$ cat config.mk
export PLATFORM = sky130hd
export DESIGN_NAME = pwr_rst_seq
export DESIGN_NICKNAME = d
export VERILOG_FILES = /design/src/rtl/pwr_rst_seq.sv
export SDC_FILE = /design/constraint.sdc
export NUM_CORES = 1
export LEC_CHECK = 0
export CAP_MARGIN = 20
export CORE_MARGIN = 2
export CORE_UTILIZATION = 64
export DETAILED_ROUTE_END_ITERATION = 10
export DONT_BUFFER_PORTS = 1
export MAX_ROUTING_LAYER = met4
export PLACE_DENSITY_LB_ADDON = 0.05
export RECOVER_POWER = 25
export SYNTH_ARGS = -nofsm -noshare
export SYNTH_HDL_FRONTEND = slang
export SYNTH_SLANG_ARGS = --single-unit
$ cat constraint.sdc
create_clock -name clk_50m -period 4.2 [get_ports clk_50m]
set_input_delay 0.63 -clock clk_50m [delete_from_list [all_inputs] [get_ports clk_50m]]
set_output_delay 0.63 -clock clk_50m [all_outputs]
set_load 0.05 [all_outputs]
$ cat src/rtl/pwr_rst_seq.sv
// pwr_rst_seq: power-on/button reset sequencer releasing NUM_RST active-low resets in order (optional PWR_RST_SWREQ_EN adds software reset requests)
module pwr_rst_seq #(
  parameter int HOLD_CYCLES    = 5_000_000,
  parameter int STAGGER_CYCLES = 1024,
  parameter int NUM_RST        = 3,
  parameter int SYNC_STAGES    = 2
) (
  input  logic               clk_50m,
  input  logic               rst_btn_n,
  input  logic               pll_locked,
  input  logic               sw_rst_req,
  output logic [NUM_RST-1:0] rst_n,
  output logic               rst_done
);
  localparam int HW  = $clog2(HOLD_CYCLES + 1);
  localparam int STW = $clog2(STAGGER_CYCLES + 1);
  localparam logic [HW-1:0]  HOLD_LAST = HW'(HOLD_CYCLES - 1);
  localparam logic [STW-1:0] STG_LAST  = STW'(STAGGER_CYCLES - 1);
  typedef enum logic [1:0] {HOLD, RELEASE, RUN} state_t;
  state_t                 r_state;
  logic [SYNC_STAGES-1:0] r_btn_sync;
  logic [SYNC_STAGES-1:0] r_lock_sync;
  logic [HW-1:0]          r_hold_cnt;
  logic [STW-1:0]         r_stg_cnt;
  logic [NUM_RST-1:0]     r_rst_n;
  logic                   r_rst_done;
  logic                   w_btn_ok;
  logic                   w_lock_ok;
  logic                   w_sw;
  logic                   w_abort;
  logic                   w_ok;
  logic [NUM_RST-1:0]     w_next_rst;
`ifdef PWR_RST_SWREQ_EN
  assign w_sw = sw_rst_req;
`else
  assign w_sw = sw_rst_req & 1'b0;
`endif
  assign w_btn_ok   = r_btn_sync[SYNC_STAGES-1];
  assign w_lock_ok  = r_lock_sync[SYNC_STAGES-1];
  assign w_abort    = ~w_lock_ok | w_sw;
  assign w_ok       = w_btn_ok & ~w_abort;
  assign w_next_rst = (r_rst_n << 1) | NUM_RST'(1);
  assign rst_n      = r_rst_n;
  assign rst_done   = r_rst_done;
  // Button deassert and PLL lock are brought into clk_50m; button assert stays asynchronous
  always_ff @(posedge clk_50m or negedge rst_btn_n) begin
    if (!rst_btn_n) begin
      r_btn_sync  <= '0;
      r_lock_sync <= '0;
    end else begin
      r_btn_sync  <= {r_btn_sync[SYNC_STAGES-2:0], 1'b1};
      r_lock_sync <= {r_lock_sync[SYNC_STAGES-2:0], pll_locked};
    end
  end
  // Sequencer: hold until inputs are stable, then release resets one per stagger period
  always_ff @(posedge clk_50m or negedge rst_btn_n) begin
    if (!rst_btn_n) begin
      r_state    <= HOLD;
      r_hold_cnt <= '0;
      r_stg_cnt  <= '0;
      r_rst_n    <= '0;
      r_rst_done <= 1'b0;
    end else if (r_state != HOLD && w_abort) begin
      r_state    <= HOLD;
      r_hold_cnt <= '0;
      r_stg_cnt  <= '0;
      r_rst_n    <= '0;
      r_rst_done <= 1'b0;
    end else begin
      case (r_state)
        HOLD: begin
          if (!w_ok) begin
            r_hold_cnt <= '0;
          end else if (r_hold_cnt == HOLD_LAST) begin
            r_rst_n    <= NUM_RST'(1);
            r_rst_done <= (NUM_RST == 1);
            r_state    <= (NUM_RST == 1) ? RUN : RELEASE;
            r_stg_cnt  <= '0;
          end else begin
            r_hold_cnt <= r_hold_cnt + 1'b1;
          end
        end
        RELEASE: begin
          if (r_stg_cnt == STG_LAST) begin
            r_rst_n   <= w_next_rst;
            r_stg_cnt <= '0;
            if (&w_next_rst) begin
              r_rst_done <= 1'b1;
              r_state    <= RUN;
            end
          end else begin
            r_stg_cnt <= r_stg_cnt + 1'b1;
          end
        end
        RUN: r_state <= RUN;
        default: r_state <= HOLD;
      endcase
    end
  end
endmodule
==> results by group <==
Outcome
  • Outcome: complete, but fails checks
  • Failing checks: capacitance limit, slew limit

Worst setup path
  • Crit path from: r_hold_cnt[10]$_DFFE_PN0P_
  • Crit Path Category: register to register
  • Crit. End Element: register
  • FF-to-FF End: r_stg_cnt[2]$_DFFE_PN0P_
  • CP Launch Type: register
  • Worst flop-to-flop path startpoint: r_hold_cnt[10]$_DFFE_PN0P_
  • Flop2flop setup slack: 1.13 ns
  • Reg2reg path depth: 5
  • CP required: 4.45 ns
  • WP data arrival: 3.32 ns
  • CP max FO: 12

Global route
  • First-pass GRT wire length: 8380 um
  • Remaining Overflow, GRT: 0
  • Antenna violations before repair: 0
  • Largest net degree at the start of global routing: 45
  • Total track usage: 26.8%
  • Vias in the first global route: 1,784

Clock tree
  • Later-pin clock latency in the skew report: 0.35 ns
  • Htree depth: 2
  • Bufs on Longest Clock Path: 2
  • Root Buffer Master: clkbuf_4
  • Num CTS Buffers: 5
  • Sink Count: 44
  • Worst-path clk slew: 0.14 ns
  • CTS tree: built

Place
  • Port bufs: 0
  • Worst slack, placed: 1.18 ns
  • DP HPWL: 3260 um
  • DP Area: 2320 sq um
  • Routability cong.: 0.831

Logic synthesis
  • Synth cell count leaders: dfrtp_1 (44), o21ai_0 (23), a21oi_1 (21), nand3_1 (16), nand2_1 (15)
  • Top cells by area, synth: dfrtp_1 (48%), o21ai_0 (5.0%), a21oi_1 (4.6%)
  • Count leader, synth: dfrtp_1
  • Syn Nets: 253
  • Share of the synthesized area in the top cell type: 47.7%
  • Syn avg cell area: 9.43 sq um
  • Post-synth EDFFs: 0
  • Synth Warn #: 0
  • Async SR Flop Fraction: 100%
  • Dominant synthesized flop cell: dfrtp_1
  • Post-synth top area cell: dfrtp_1
  • Seq/Total Area, Yosys: 47.7%
  • Cell Area, Synth: 2310 sq um
  • Count of cell types in the netlist: 45
  • Number of synthesized register bits: 44
  • Cells after Synth: 245

Floorplanning
  • # rows: 21
  • Initial Util: 68.1%
  • Core area: 3390 sq um
  • Die Wd: 64.1 um
  • Die area: 4110 sq um
  • Die height: 64.1 um
  • Boundary Pins: 8

Min path
  • Hold path start: pll_locked
  • WHS Endpoint: r_lock_sync[0]$_DFF_PN0_
  • Hold Path Cell Cnt: 0
  • HP Class: primary input to register

Routing
  • Average wire per standard cell: 16.1 um
  • DRT Pass-1 Iters: 4
  • Drt initial violations: 141
  • DRC: 0
  • Via Count: 1,902
  • Via density: 6.51
  • Post-Route WL: 4710 um
  • Final antenna-violating net count: 0

Power and ir drop
  • VDD IR max: 213 uV
  • Comb pwr share: 2.0%
  • Switch Pwr: 162 uW
  • Lkg Pwr: 0.000943 uW
  • Power per cell area: 298 nW/um^2
  • Clk pwr share: 38.1%
  • Sequential Power Share: 59.9%
  • Sw frac: 22.5%
  • Internal power: 557 uW

STA
  • Fmax: 326 MHz
  • Relative slew slack: -50.3%
  • Min Tclk post-route: 3.07 ns
  • Final setup fails: 0
  • Worst slew pin tran: 2.26 ns
  • Max Transition Viols Final: 45
  • Post-route setup TNS: 0 ns
  • Clock Skews: 0.00774 ns
  • RSZ-0062 raised after global routing: no
  • Fin crit share: 73.0%
  • Final worst setup slack: 1.13 ns
  • Final hold viol count: 0

Final layout
  • Area added between synthesis and finish: 4.44%
  • Final core utilization: 71.2%
  • Layout cell share with drive strength beyond 1: 6.50%
  • N_diodes: 0
  • Final Cell Area: 2410 sq um
  • Fin nets: 253

Job
  • Max Cap Violations: 1
stage by stage:
stage | hold WS, ns | cells | total power, uW
after floorplan | 0.331 | 245 | 442
after global placement | 0.335 | 283 | 445
after detailed placement | 0.335 | 283 | 445
after CTS | 0.0901 | 292 | 727
after global routing | 0.240 | 292 | 748
final | 0.288 | 292 | 719
worst max-delay path by stage:
stage | end | slack (ns) | cells after the start
2_1_floorplan | r_stg_cnt[5]$_DFFE_PN0P_ | 1.81 | 6
3_3_place_gp | r_stg_cnt[2]$_DFFE_PN0P_ | 1.27 | 5
3_5_place_dp | r_stg_cnt[2]$_DFFE_PN0P_ | 1.18 | 5
4_1_cts | r_stg_cnt[2]$_DFFE_PN0P_ | 1.11 | 5
5_1_grt | r_stg_cnt[2]$_DFFE_PN0P_ | 0.96 | 5
6_report | r_stg_cnt[2]$_DFFE_PN0P_ | 1.13 | 5
per-layer routing:
metal,part of all wire (%),vias to the layer above,track usage [%]
met3,4.4,4,4.23
met2,49,49,41.0
met1,45,933,36.7
met5,0,-,-
li1,-,916,-
met4,0.79,0,8.97
state kept, by name, summed over array words and instances (netlist names):
name         flops
r_state          2
r_btn_sync       2
r_lock_sync      2
r_hold_cnt      23
rst_done         1
r_stg_cnt       11
rst_n            3
what timing repair did:
item	in CTS	in global routing
gates resized for setup	0	0
endpoints found under the hold margin	44	0
hold buffers	1	0
setup buffers	0	0
worst max-delay path, cell delays in order, from the launching register on:
cell	delay, ns
dfrtp_1	0.47
or4_1	0.51
or4_1	0.65
o31ai_2	0.82
o21ai_0	0.23
a22o_1	0.29
cell families after synthesis:
family	count (synthesis)	share of synthesized area [%]
xor gates and xnor gates	5	1.90
buffers and inverters	15	3.14
adders and majority gates	4	2.17
AOI/OAI and AO/OA	76	20.9
muxes	1	0.433
other	1	0.162
and+or+nand+nor	99	23.6
DFF	44	47.7
power groups by stage:
| stage | registers [uW] | logic, uW | clock network (uW) |
|---|---|---|---|
| floorplan | 436 | 6.09 | 0 |
| global placement | 438 | 6.47 | 0 |
| detailed placement | 438 | 6.74 | 0 |
| CTS | 430 | 17.1 | 280 |
| global route | 431 | 17.7 | 299 |
| finish | 430 | 14.5 | 274 |
layout by cell type (no fill, tap or decap), types with 2 or more instances in the layout:
cell and n:
nor4b_1 2, and2_1 2, o21ai_1 4, nand4_1 9
nor4_1 4, xor2_1 2, a21oi_1 21, nor2b_1 4
inv_1 6, o31ai_1 7, and3_1 4, o31ai_2 3
o31a_1 2, xnor2_1 3, clkbuf_4 5, and4_1 2
a31oi_1 2, nand3_1 16, a22o_1 4, o21ai_0 23
o21a_1 3, nand2_1 15, or3_1 10, ha_1 4
nand3b_1 2, nand2_2 2, nor3_1 5, nor2_1 14
or4_1 5, dfrtp_1 44
cell type report:
cell class	count	area, sq um
Timing Repair Buffer	2	11.3
Sequential cell	44	1100
Multi-Input combinational cell	186	1140
Clock buffer	5	37.5
Inverter	6	22.5
Clock inverter	3	46.3
Tap cell	46	57.6
Fill cell	260	977
Note: power is estimated with default switching activity, not from simulation.
